===== config.mk =====
export PLATFORM = sky130hd
export DESIGN_NAME = mb_fetcher_flat
export DESIGN_NICKNAME = d
export VERILOG_FILES = /design/src/rtl/mb_fetcher_if.sv /design/src/rtl/mb_fetcher.sv /design/src/flat_wrapper.sv
export SDC_FILE = /design/constraint.sdc
export NUM_CORES = 1
export LEC_CHECK = 0
export BUFFER_PORTS_ARGS = -buffer_cell sky130_fd_sc_hd__clkbuf_2
export CAP_MARGIN = 0
export CORE_MARGIN = 2
export CORE_UTILIZATION = 26
export CTS_CLUSTER_SIZE = 8
export DETAILED_ROUTE_END_ITERATION = 10
export SYNTH_ARGS = -nofsm -noshare
export SYNTH_HDL_FRONTEND = slang
export SYNTH_SLANG_ARGS = --single-unit
export TNS_END_PERCENT = 1

===== constraint.sdc =====
create_clock -name clk -period 7.8 [get_ports clk]
set_clock_uncertainty 0.2 [all_clocks]
set_input_delay 1.17 -clock clk [delete_from_list [all_inputs] [get_ports clk]]
set_output_delay 1.17 -clock clk [all_outputs]
set_load 0.05 [all_outputs]

===== src/rtl/mb_fetcher_if.sv =====
// Request/response bundle of the macroblock fetcher: fetch control, frame-memory
// read port and the outgoing pixel stream.
interface mb_fetcher_if #(
  parameter int PIXEL_W = 8,
  parameter int ADDR_W  = 20,
  parameter int MBN_W   = 13
);
  logic               start;
  logic [MBN_W-1:0]   mbnumber;
  logic               busy;
  logic               done;
  logic               err;
  logic               mem_rd;
  logic [ADDR_W-1:0]  mem_addr;
  logic [PIXEL_W-1:0] mem_rdata;
  logic               out_valid;
  logic               out_ready;
  logic [PIXEL_W-1:0] out_data;
  logic [1:0]         out_kind;
  logic               out_last;

  // fetcher side
  modport master (
    input  start, mbnumber, mem_rdata, out_ready,
    output busy, done, err, mem_rd, mem_addr, out_valid, out_data, out_kind, out_last
  );

  // requester / memory / stream-consumer side
  modport slave (
    output start, mbnumber, mem_rdata, out_ready,
    input  busy, done, err, mem_rd, mem_addr, out_valid, out_data, out_kind, out_last
  );
endinterface


===== src/rtl/mb_fetcher.sv =====
// Fetches one macroblock plus its corner/top/left neighbours from the
// reconstructed frame and streams them out, substituting mid-grey off-frame.
module mb_fetcher #(
  parameter int PIXEL_W   = 8,
  parameter int FRAME_W   = 1280,
  parameter int FRAME_H   = 720,
  parameter int MB_W      = 16,
  parameter int MB_H      = 16,
  parameter int TOP_RIGHT = 0,
  parameter int ADDR_W    = 20,
  parameter int MBN_W     = 13
) (
  input  logic         clk,
  input  logic         reset,
  mb_fetcher_if.master bus
);

  localparam int          BPR   = FRAME_W / MB_W;
  localparam int unsigned NMB   = BPR * (FRAME_H / MB_H);
  localparam int          TOPN  = MB_W * (1 + TOP_RIGHT);
  localparam int          CNT_W = 6;

  localparam logic [PIXEL_W-1:0] MID   = {1'b1, {(PIXEL_W-1){1'b0}}};
  localparam logic [MBN_W-1:0]   BPR_M = MBN_W'(BPR);
  localparam logic [ADDR_W-1:0]  ONE_A = ADDR_W'(1);
  localparam logic [ADDR_W-1:0]  FW_A  = ADDR_W'(FRAME_W);

  typedef enum logic [2:0] {S_IDLE, S_CALC, S_ISSUE, S_WAIT, S_EMIT} state_t;
  typedef enum logic [1:0] {K_CORNER, K_TOP, K_LEFT, K_BLOCK} kind_t;

  state_t             state, nstate;
  kind_t              kind_r, nd_kind;
  logic [CNT_W-1:0]   ci, rj, nd_ci, nd_rj;
  logic [ADDR_W-1:0]  x0, y0, xs, ys, n_addr, addr_r;
  logic               oor, n_subst, n_last, last_r, done_r, err_r;
  logic [PIXEL_W-1:0] data_r;
  logic               take_start, load_beat, cap, fin, fin_err;

  assign bus.busy      = (state != S_IDLE) || done_r;
  assign bus.done      = done_r;
  assign bus.err       = err_r;
  assign bus.mem_rd    = (state == S_ISSUE);
  assign bus.mem_addr  = addr_r;
  assign bus.out_valid = (state == S_EMIT);
  assign bus.out_data  = data_r;
  assign bus.out_kind  = kind_r;
  assign bus.out_last  = last_r;

  // Descriptor of the beat about to be loaded: the corner when leaving CALC,
  // otherwise the successor of the beat currently being emitted.
  always_comb begin
    nd_kind = K_CORNER;
    nd_ci   = '0;
    nd_rj   = '0;
    if (state == S_EMIT) begin
      unique case (kind_r)
        K_CORNER: nd_kind = K_TOP;
        K_TOP: begin
          if (ci == CNT_W'(TOPN-1)) begin
            nd_kind = K_LEFT;
          end else begin
            nd_kind = K_TOP;
            nd_ci   = ci + CNT_W'(1);
          end
        end
        K_LEFT: begin
          if (rj == CNT_W'(MB_H-1)) begin
            nd_kind = K_BLOCK;
          end else begin
            nd_kind = K_LEFT;
            nd_rj   = rj + CNT_W'(1);
          end
        end
        K_BLOCK: begin
          nd_kind = K_BLOCK;
          if (ci == CNT_W'(MB_W-1)) begin
            nd_rj = rj + CNT_W'(1);
          end else begin
            nd_ci = ci + CNT_W'(1);
            nd_rj = rj;
          end
        end
      endcase
    end
  end

  // Pixel coordinates of the next beat; off-frame top/left neighbours are
  // substituted, off-frame top-right ones re-read the last top pixel.
  always_comb begin
    xs      = x0 + ADDR_W'(nd_ci);
    ys      = y0 + ADDR_W'(nd_rj);
    n_subst = 1'b0;
    n_last  = 1'b0;
    unique case (nd_kind)
      K_CORNER: begin
        xs      = x0 - ONE_A;
        ys      = y0 - ONE_A;
        n_subst = (x0 == '0) || (y0 == '0);
      end
      K_TOP: begin
        ys      = y0 - ONE_A;
        n_subst = (y0 == '0);
        if (xs >= FW_A) xs = x0 + ADDR_W'(MB_W-1);
      end
      K_LEFT: begin
        xs      = x0 - ONE_A;
        n_subst = (x0 == '0);
      end
      K_BLOCK: n_last = (nd_ci == CNT_W'(MB_W-1)) && (nd_rj == CNT_W'(MB_H-1));
    endcase
    n_addr = ys * FW_A + xs;
  end

  always_ff @(posedge clk) begin
    if (reset) state <= S_IDLE;
    else       state <= nstate;
  end

  always_comb begin
    nstate     = state;
    take_start = 1'b0;
    load_beat  = 1'b0;
    cap        = 1'b0;
    fin        = 1'b0;
    fin_err    = 1'b0;
    unique case (state)
      S_IDLE: begin
        if (bus.start) begin
          take_start = 1'b1;
          nstate     = S_CALC;
        end
      end
      S_CALC: begin
        if (oor) begin
          fin_err = 1'b1;
          nstate  = S_IDLE;
        end else begin
          load_beat = 1'b1;
          nstate    = n_subst ? S_EMIT : S_ISSUE;
        end
      end
      S_ISSUE: nstate = S_WAIT;
      S_WAIT: begin
        cap    = 1'b1;
        nstate = S_EMIT;
      end
      S_EMIT: begin
        if (bus.out_ready) begin
          if (last_r) begin
            fin    = 1'b1;
            nstate = S_IDLE;
          end else begin
            load_beat = 1'b1;
            nstate    = n_subst ? S_EMIT : S_ISSUE;
          end
        end
      end
      default: nstate = S_IDLE;
    endcase
  end

  always_ff @(posedge clk) begin
    if (reset) begin
      x0     <= '0;
      y0     <= '0;
      oor    <= 1'b0;
      kind_r <= K_CORNER;
      ci     <= '0;
      rj     <= '0;
      data_r <= '0;
      addr_r <= '0;
      last_r <= 1'b0;
      done_r <= 1'b0;
      err_r  <= 1'b0;
    end else begin
      done_r <= 1'b0;
      err_r  <= 1'b0;
      if (take_start) begin
        x0  <= ADDR_W'(bus.mbnumber % BPR_M) * ADDR_W'(MB_W);
        y0  <= ADDR_W'(bus.mbnumber / BPR_M) * ADDR_W'(MB_H);
        oor <= 32'(bus.mbnumber) >= NMB;
      end
      if (fin_err) begin
        done_r <= 1'b1;
        err_r  <= 1'b1;
      end
      if (fin) done_r <= 1'b1;
      if (load_beat) begin
        kind_r <= nd_kind;
        ci     <= nd_ci;
        rj     <= nd_rj;
        last_r <= n_last;
        if (n_subst) data_r <= MID;
        else         addr_r <= n_addr;
      end
      if (cap) data_r <= bus.mem_rdata;
    end
  end

endmodule


===== src/flat_wrapper.sv =====
// flat-port wrapper written by rule: the top's interface ports become plain ports
module mb_fetcher_flat 
#(
  parameter int PIXEL_W   = 8,
  parameter int FRAME_W   = 1280,
  parameter int FRAME_H   = 720,
  parameter int MB_W      = 16,
  parameter int MB_H      = 16,
  parameter int TOP_RIGHT = 0,
  parameter int ADDR_W    = 20,
  parameter int MBN_W     = 13
)
  (clk, reset, bus_start, bus_mbnumber, bus_mem_rdata, bus_out_ready, bus_busy, bus_done, bus_err, bus_mem_rd, bus_mem_addr, bus_out_valid, bus_out_data, bus_out_kind, bus_out_last);
  mb_fetcher_if #(.PIXEL_W(PIXEL_W), .ADDR_W(ADDR_W), .MBN_W(MBN_W)) bus_i ();
  input  logic clk;
  input  logic reset;
  input wire logic [$bits(bus_i.start)-1:0] bus_start;
  input wire logic [$bits(bus_i.mbnumber)-1:0] bus_mbnumber;
  input wire logic [$bits(bus_i.mem_rdata)-1:0] bus_mem_rdata;
  input wire logic [$bits(bus_i.out_ready)-1:0] bus_out_ready;
  output wire logic [$bits(bus_i.busy)-1:0] bus_busy;
  output wire logic [$bits(bus_i.done)-1:0] bus_done;
  output wire logic [$bits(bus_i.err)-1:0] bus_err;
  output wire logic [$bits(bus_i.mem_rd)-1:0] bus_mem_rd;
  output wire logic [$bits(bus_i.mem_addr)-1:0] bus_mem_addr;
  output wire logic [$bits(bus_i.out_valid)-1:0] bus_out_valid;
  output wire logic [$bits(bus_i.out_data)-1:0] bus_out_data;
  output wire logic [$bits(bus_i.out_kind)-1:0] bus_out_kind;
  output wire logic [$bits(bus_i.out_last)-1:0] bus_out_last;
  assign bus_i.start = bus_start;
  assign bus_i.mbnumber = bus_mbnumber;
  assign bus_i.mem_rdata = bus_mem_rdata;
  assign bus_i.out_ready = bus_out_ready;
  assign bus_busy = bus_i.busy;
  assign bus_done = bus_i.done;
  assign bus_err = bus_i.err;
  assign bus_mem_rd = bus_i.mem_rd;
  assign bus_mem_addr = bus_i.mem_addr;
  assign bus_out_valid = bus_i.out_valid;
  assign bus_out_data = bus_i.out_data;
  assign bus_out_kind = bus_i.out_kind;
  assign bus_out_last = bus_i.out_last;
  mb_fetcher #(.PIXEL_W(PIXEL_W), .FRAME_W(FRAME_W), .FRAME_H(FRAME_H), .MB_W(MB_W), .MB_H(MB_H), .TOP_RIGHT(TOP_RIGHT), .ADDR_W(ADDR_W), .MBN_W(MBN_W)) u_core (.clk(clk), .reset(reset), .bus(bus_i));
endmodule

[After elaboration in Yosys (flattened, before gate mapping)]
Index checks and enable logic that the tools add are counted.
Storage, ports and cells
  input port bits: 25
  word-level logic and storage cells: 98
  register bits: 81
  output and inout bits: 36
Operators by class
  magnitude comparators: 2
  div/mod/pow operators: 2
  mux-type cells: 39
  $mul: 1
  reductions and logical operators: 17
  bitwise gates (word level): 1
  add/subtract/negate cells: 8
  equal/unequal tests: 16
Operators with widths (number)
  $add A20 B6 Y20: 2
  $logic_not A20 Y1: 2
  $mux W20: 2
  $pmux W20 S2: 1
  $sub A20 B1 Y20 const B: 2
  $mux W6: 6
  $eq A6 B4 Y1 const B: 4
  $mux W8: 3
  $add A20 B20 Y20: 1
  $add A20 B4 Y20 const B: 1
  $div A13 B7 Y20 const B: 1
  $ge A20 B11 Y1 const B: 1
  $mod A13 B7 Y20 const B: 1
  $mul A20 B3 Y12 const B: 1
  $mux W1: 15
  $mux W3: 5
  $pmux W3 S5: 1
  $ge A13 B12 Y1 const B: 1
  $add A6 B1 Y6 const B: 2
  $pmux W6 S2: 1
  $eq A2 B2 Y1 const B: 4
  $pmux W2 S4: 1
  $eq A3 B2 Y1 const B: 2
  $reduce_and A2 Y1: 3
  15 further kinds: 23

[Logic depth before layout (Yosys ltp)]
Gate-level depths: netlist of the first run.
  depth after elaboration: 10
  gate-level depth with buffers: 29

[Least setup slack after synthesis of the first run]
No wires, ideal clock.
  path kind: register to register
  start point: register u_core.state[0]
  end point: register u_core.addr_r[18], in the netlist u_core.bus.mem_addr[18]
  slack: 1932 ps
  period minus slack after synthesis: 5868 ps
  library setup time: 62 ps
  data arrival time: 5606 ps
  stages on the path, launching flop included: 30
  path through: dfxtp_1 buf_2 nor2_2 nand2_2 clkinv_2 nand3_1 nor2_1 ha_1 fa_1 nand3_1 nor2_1 a2111o_1 a21oi_1 nand4_1 o21ai_1 and2_1 a22o_1 xor2_1 ha_1 inv_1 fa_1 nor2b_1 o21ai_0 a21boi_0 o21ai_0 a21boi_0 o21a_1 o211ai_1 a2111o_1 nand3_1
On the way
  cells in the longest elaborated chain, start to end: 7
  elaborated cells between the ends (all ways): 22
  those cells by class: add/sub: 3; mul: 1; order compare: 1; eq/ne: 4; mux: 8; bitwise: 1; reduce/logical: 4
RTL lines
  start: declaration: RTL line mb_fetcher.sv:31  | state_t state, nstate;
  start signal: assignment: RTL line mb_fetcher.sv:116  | else state <= nstate;
  $eq A3 B3 Y1 *
  net bus_out_valid: RTL line flat_wrapper.sv:26  | output wire logic [$bits(bus_i.out_valid)-1:0] bus_out_valid;
  $mux W6 *: RTL line mb_fetcher.sv:55  | if (state == S_EMIT) begin
  net u_core.nd_ci[4]: RTL line mb_fetcher.sv:33  | logic [CNT_W-1:0] ci, rj, nd_ci, nd_rj;
  $add A20 B6 Y20 *: RTL line mb_fetcher.sv:90  | xs = x0 + ADDR_W'(nd_ci);
  $ge A20 B11 Y1: RTL line mb_fetcher.sv:103  | if (xs >= FW_A) xs = x0 + ADDR_W'(MB_W-1);
  $mux W20: RTL line mb_fetcher.sv:103
  $pmux W20 S2 *: RTL line mb_fetcher.sv:94  | unique case (nd_kind)
  $add A20 B20 Y20 *: RTL line mb_fetcher.sv:111  | n_addr = ys * FW_A + xs;
  end signal: assignment: RTL line mb_fetcher.sv:194  | else addr_r <= n_addr;
  end: declaration: RTL line mb_fetcher.sv:34  | logic [ADDR_W-1:0] x0, y0, xs, ys, n_addr, addr_r;
Mark *: on every way through the listed nets, which the timed path passes. The rest lies on a longest branch.
A chain may end at the register's enable or synchronous reset.

[Worst setup path in the final report of the first run]
  start point: register u_core.ci[0]
  end point: register u_core.addr_r[18], in the netlist u_core.bus.mem_addr[18]
On the way
  cells in the longest elaborated chain, start to end: 9
  elaborated cells between the ends (all ways): 27
  those cells by class: add/sub: 4; mul: 1; order compare: 1; eq/ne: 3; mux: 13; bitwise: 1; reduce/logical: 4
RTL lines
  start: declaration: RTL line mb_fetcher.sv:33
  start signal: assignment: RTL line mb_fetcher.sv:190  | ci <= nd_ci;
  $add A6 B1 Y6 / $eq A6 B4 Y1 (equally long branches)
  $mux W6 *: RTL line mb_fetcher.sv:59, mb_fetcher.sv:76
  $mux W6 *
  $mux W6 *: RTL line mb_fetcher.sv:55
  net u_core.nd_ci[4]: RTL line mb_fetcher.sv:33
  $add A20 B6 Y20 *: RTL line mb_fetcher.sv:90
  $ge A20 B11 Y1: RTL line mb_fetcher.sv:103
  $mux W20: RTL line mb_fetcher.sv:103
  $pmux W20 S2 *: RTL line mb_fetcher.sv:94
  $add A20 B20 Y20 *: RTL line mb_fetcher.sv:111
Marks and branches as above.

==> results of run 1 <==
-- worst max-delay path, delay by kind of cell, from the launching register on --
| kind | cells | cell delay, ps |
|---|---|---|
| AO/OA/AOI/OAI | 11 | 2640 |
| XOR/XNOR | 1 | 160 |
| adder cells (fa/ha/maj) | 5 | 1440 |
| buffers and inverters | 1 | 60 |
| flip-flops | 1 | 380 |
| AND/OR/NAND/NOR | 10 | 1680 |
-- worst paths after layout --
check / start / to
worst max-delay path: u_core.ci[0] / u_core.bus.mem_addr[18]
worst min-delay path: u_core.bus.mem_addr[13] / u_core.bus.mem_addr[13]
worst max register to register: u_core.ci[0] / u_core.bus.mem_addr[18]
worst min register to register: u_core.bus.mem_addr[13] / u_core.bus.mem_addr[13]
-- synth_stat cells, types with 6 or more instances --
cell / number / area [um2]
o211ai_1: 8 / 60.1
a211oi_1: 9 / 67.6
o21ai_1: 6 / 30.0
mux2i_1: 15 / 150
nor4_1: 6 / 37.5
nor3_1: 32 / 160
or3_1: 8 / 50.1
buf_2: 17 / 85.1
nand3_1: 24 / 120
and2_1: 8 / 50.1
ha_1: 36 / 450
o22ai_1: 6 / 37.5
dfxtp_1: 72 / 1440
a21oi_1: 56 / 280
and3_1: 21 / 131
nand2_1: 74 / 278
nor2_1: 85 / 319
xnor2_1: 23 / 201
o21ai_0: 36 / 180
xor2_1: 13 / 114
nand4_1: 8 / 50.1
clkbuf_1: 32 / 120
a31oi_1: 8 / 50.1
nand2b_1: 15 / 93.8
a22oi_1: 10 / 75.1
inv_1: 31 / 116
nor2b_1: 9 / 56.3
-- cell type report --
| cell class | instances | share of cell area [%] |
|---|---|---|
| Sequential cell | 72 | 20.8 |
| Tap cell | 319 | 5.76 |
| Clock buffer | 10 | 3.45 |
| Clock inverter | 5 | 1.17 |
| Timing Repair Buffer | 64 | 4.77 |
| Multi-Input combinational cell | 643 | 62.2 |
| Inverter | 33 | 1.81 |
-- through the flow --
stage / area (um2) / utilization (%)
after global routing: 6930 / 29.8
after detailed placement: 6610 / 28.4
final: 6930 / 29.8
after floorplan: 6120 / -
after global placement: 6610 / 28.4
after CTS: 6930 / 29.8
-- logic make-up after synthesis --
group                      synth area share, %
and+or+nand+nor                           26.4
adders and majority gates                 9.01
buffers and inverters                     6.01
muxes                                     3.04
DFF                                       23.5
xor gates and xnor gates                  6.17
AOI/OAI and AO/OA                         25.9
-- metal layers --
layer  wire length (um)  track usage (%)  part of all wire, %  vias up
met5                  0                0                    0        -
met3                913             3.55                  5.4       24
met4                259             3.55                  1.5        0
met2               7490             22.4                   44      153
met1               8270             19.0                   49     2721
li1                   -                -                    -     2980
-- sequential cells by signal (all words and copies together) (netlist names), 2 cells and up --
register	cells
u_core.x0	16
u_core.rj	6
u_core.bus.out_data	8
u_core.state	3
u_core.y0	7
u_core.ci	6
u_core.bus.mem_addr	20
u_core.bus.out_kind	2
-- power groups by stage --
stage | clock network, mW | registers [mW] | logic [mW]
floorplan | 0 | 0.508 | 0.833
global placement | 0 | 0.446 | 1.10
detailed placement | 0 | 0.447 | 1.10
CTS | 0.463 | 0.439 | 1.11
global route | 0.479 | 0.445 | 1.26
finish | 0.453 | 0.439 | 1.11
==> flow_metrics.tcl, run 1 <==
set metrics [dict create \
    wl_per_cell_um 14.8 \
    cpPeakStageDelay_ps 460 \
    comb_power_share_pct 55.4 \
    setup_tns_ps 0 \
    post-route-period-util_pct 84.8 \
    cts_max_level 3 \
    die_x_um 157 \
    syn_area_per_cell_um2 7.64 \
    final_max_slew_viol_count 0 \
    yosysWarnings 0 \
    fin_crit_ps 6610 \
    power_leakage_nw 2.71 \
    hold_buffers 0 \
    holdWs_ps 248 \
    drtPass1Iterations 5 \
    io_buffers 60 \
    coreArea_mm2 0.0233 \
    worst_setup_path_end_kind "flip-flop" \
    dp.cells 1131 \
    clock_latency_ps 340 \
    start_kind "flip-flop" \
    netlist_instances 801 \
    clock-sinks 72 \
    p_sw_share_pct 42.4 \
    cts_root_buf "clkbuf_16" \
    finalNetCount 888 \
    synthesis.area_mm2 0.00612 \
    crit_fanout 7 \
    grt_pass1_vias 5472 \
    grt_pass1_wl_mm 28.0 \
    rows 56 \
    synth_edf_count 0 \
    rsz0062_at_grt "false" \
    p_switching_mw 0.846 \
    layout-drive-gt1-share_pct 13.4 \
    finalWorstSetupSlack_ps 1190 \
    synth-main-ff-cell "dfxtp_1" \
    area_growth_pct 13.2 \
    p_per_area_mw_per_mm2 288 \
    first_iter_violations 517 \
    clk_path_buf_depth 2 \
    rrSetupSlack_ps 1190 \
    reg2regPathDepth 28 \
    setup_viol 0 \
    wirelength_mm 16.9 \
    initial_utilization_pct 26.3 \
    tightest_slew_ps 1010 \
    die-height_um 157 \
    relSlewSlack_pct 32.5 \
    fillCellCount 2535 \
    peakVddDrop_v 0.000181 \
    cts_buffers 9 \
    register_area_mm2 0.00144 \
    die_area_mm2 0.0248 \
    seqPwrFrac_pct 22.0 \
    synth_cell_types 101 \
    hold_viol 0 \
    worstHoldPathType "flip-flop to flip-flop" \
    final_common_cell "nor2_1" \
    status "finished clean" \
    p_int_mw 1.15 \
    cp.required_ps 7890 \
    viasPerCell 5.13 \
    vias 5878 \
    synth_fp_nets 866 \
    antenna_found_initial 0 \
    cts_resized 0 \
    fin_cells 1146 \
    grt_max_degree 59 \
    clkSlewWorstSetupHoldPaths_ps 60 \
    overflow 0 \
    total_power_mw 2.00 \
    multi_input_area_mm2 0.00431 \
    place_congestion 0.895 \
    ios 61 \
    holdPathStages 2 \
    ys_seq_area_share_pct 23.5 \
    drv_cap 0 \
    postSynthRegisterBits 72 \
    cts_tree "built" \
    critPathSlowestCell "o21ai_1" \
    preCtsSetupSlack_ps 1240 \
    cp_data_arrival_time_ps 6700 \
    hpwl_mm 12.8 \
    async_reset_ff_share_pct 0 \
    final_cell_mix "85 x nor2_1, 74 x nand2_1, 72 x dfxtp_1, 60 x clkbuf_2, 56 x a21oi_1" \
    fmax_mhz 151 \
    drc 0 \
    worstSetupPathType "flip-flop to flip-flop" \
    post-cts-setup-buffer-count 0 \
    n_antenna_cell 0 \
    track_usage_pct 14.1 \
    ant_nets 0 \
    p_clk_share_pct 22.7 \
]
(Power assumes the default switching activity.)
==> inputs of run 2 (changes only) <==
clock period = 6.05 ns   (was 7.8 ns; I/O delays follow)
==> run 2 against run 1 <==
Utilization increased by 0.93 points. Clock power increased by 31%. Sequential cell count unchanged. Sequential power increased by 27%. Power increased by 33%. Routed wire length increased by 1.7%. Critical path depth decreased by 3. Via count increased by 1.7%. Sequential share of layout area decreased by 0.61 points. Final cell count increased by 1.7%. Combinational power increased by 35%. Maximum frequency increased by 16%.
==> flow_metrics.tcl, run 2 (synthesized netlist as in run 1, its figures left out) <==
set metrics [dict create \
    fin_crit_ps 5680 \
    rows 56 \
    critPathSlowestCell "fa_1" \
    power_leakage_nw 2.82 \
    track_usage_pct 14.1 \
    setup_viol 0 \
    crit_top_cell "ha_1" \
    initial_utilization_pct 26.3 \
    p_per_area_mw_per_mm2 372 \
    final_max_slew_viol_count 0 \
    cts_max_level 3 \
    total_power_mw 2.66 \
    cp.required_ps 6110 \
    drc 0 \
    grt_pass1_wl_mm 27.8 \
    die_area_mm2 0.0248 \
    cts_buffers 9 \
    status "finished clean" \
    grt_max_degree 59 \
    place_congestion 0.968 \
    peakVddDrop_v 0.000240 \
    drv_cap 0 \
    ant_nets 0 \
    overflow 0 \
    vias 5976 \
    viasPerCell 5.13 \
    cts_tree "built" \
    n_antenna_cell 0 \
    preCtsSetupSlack_ps -10.7 \
    critPathCapture "u_core.bus.mem_addr[19]" \
    coreArea_mm2 0.0233 \
    clkSlewWorstSetupHoldPaths_ps 60 \
    reg2regPathDepth 25 \
    wirelength_mm 17.2 \
    hold_viol 0 \
    finalNetCount 906 \
    die_x_um 157 \
    drtPass1Iterations 6 \
    final_common_cell "nor2_1" \
    grt_pass1_vias 5386 \
    multi_input_area_mm2 0.00438 \
    clk_path_buf_depth 2 \
    r2r_start "u_core.ci[0]" \
    hpwl_mm 13.0 \
    cp_data_arrival_time_ps 5740 \
    largest_register_ffs 20 \
    die-height_um 157 \
    regToRegEndpoint "u_core.bus.mem_addr[19]" \
    ios 61 \
    fillCellCount 2529 \
    area_growth_pct 16.7 \
    worstHoldPathType "flip-flop to flip-flop" \
    antenna_found_initial 0 \
    layout-drive-gt1-share_pct 17.3 \
    rrSetupSlack_ps 370 \
    worst_setup_path_end_kind "flip-flop" \
    setup_tns_ps 0 \
    relSlewSlack_pct 39.5 \
    tightest_slew_ps 907 \
    finalWorstSetupSlack_ps 365 \
    clock_latency_ps 340 \
    io_buffers 60 \
    start_kind "flip-flop" \
    fmax_mhz 176 \
    cts_root_buf "clkbuf_16" \
    cpPeakStageDelay_ps 440 \
    wl_per_cell_um 14.8 \
    first_iter_violations 443 \
    clock-sinks 72 \
    post-route-period-util_pct 94.0 \
    register_area_mm2 0.00144 \
    critPathLaunch "u_core.ci[0]" \
    worstSetupPathType "flip-flop to flip-flop" \
    final_cell_mix "83 x nor2_1, 74 x nand2_1, 71 x dfxtp_1, 60 x clkbuf_2, 55 x a21oi_1" \
    crit_fanout 6 \
]
==> run 2: critical path, delay by kind of cell (launching register included) <==
kind	cells	cell delay, ps
buffers and inverters	2	210
AOI/OAI and AO/OA	6	1190
adders and majority gates	6	1850
muxes	1	210
DFF	1	350
and+or+nand+nor	8	1310
xor gates and xnor gates	2	270
==> run 2: per-stage QoR <==
step           cells  cell area [um2]  hold WS, ps  utilization, %
4_1_cts         1164             7070          253            30.4
5_1_grt         1165             7150          265            30.7
2_1_floorplan    801             6120          266               -
3_5_place_dp    1148             6740          246            29.0
6_report        1165             7150          249            30.7
3_3_place_gp    1148             6740          239            29.0
==> run 2: power by group <==
group,total [mW],internal [mW],switching [mW]
Combinational,1.50,0.627,0.877
Clock,0.592,0.383,0.210
Sequential,0.559,0.519,0.0398
==> run 2: layer usage <==
layer	wire length [um]	global-route usage, %	part of all wire (%)	vias to the layer above
met2	7700	22.0	45	158
met4	271	4.42	1.6	0
met1	8120	19.2	47	2783
li1	-	-	-	3016
met3	1130	3.06	6.6	19
met5	0	0	0	-
==> run 2: timing repair <==
item | in CTS | in global routing
gates resized for setup | 2 | 19
setup buffers | 0 | 1
setup endpoints to repair | 2 | 6
pin swaps | 0 | 4
hold buffers | 0 | 0
==> run 2: worst min-delay path by stage <==
stage	from	endpoint	cells after the start
after global routing	u_core.bus.mem_addr[11]	u_core.bus.mem_addr[11]	2
after global placement	u_core.bus.mem_addr[17]	u_core.bus.mem_addr[17]	2
final	u_core.bus.mem_addr[17]	u_core.bus.mem_addr[17]	2
after floorplan	u_core.ci[1]	u_core.ci[1]	2
after CTS	u_core.bus.mem_addr[16]	u_core.bus.mem_addr[16]	2
after detailed placement	u_core.bus.mem_addr[11]	u_core.bus.mem_addr[11]	2
==> run 2: layout make-up <==
type / instances / area share (%)
clock buffer: 11 / 3.54
sequential: 72 / 20.2
clock inverter: 5 / 1.10
timing repair buffer: 82 / 6.51
tap: 319 / 5.58
multi-input combinational: 643 / 61.3
inverter: 33 / 1.75
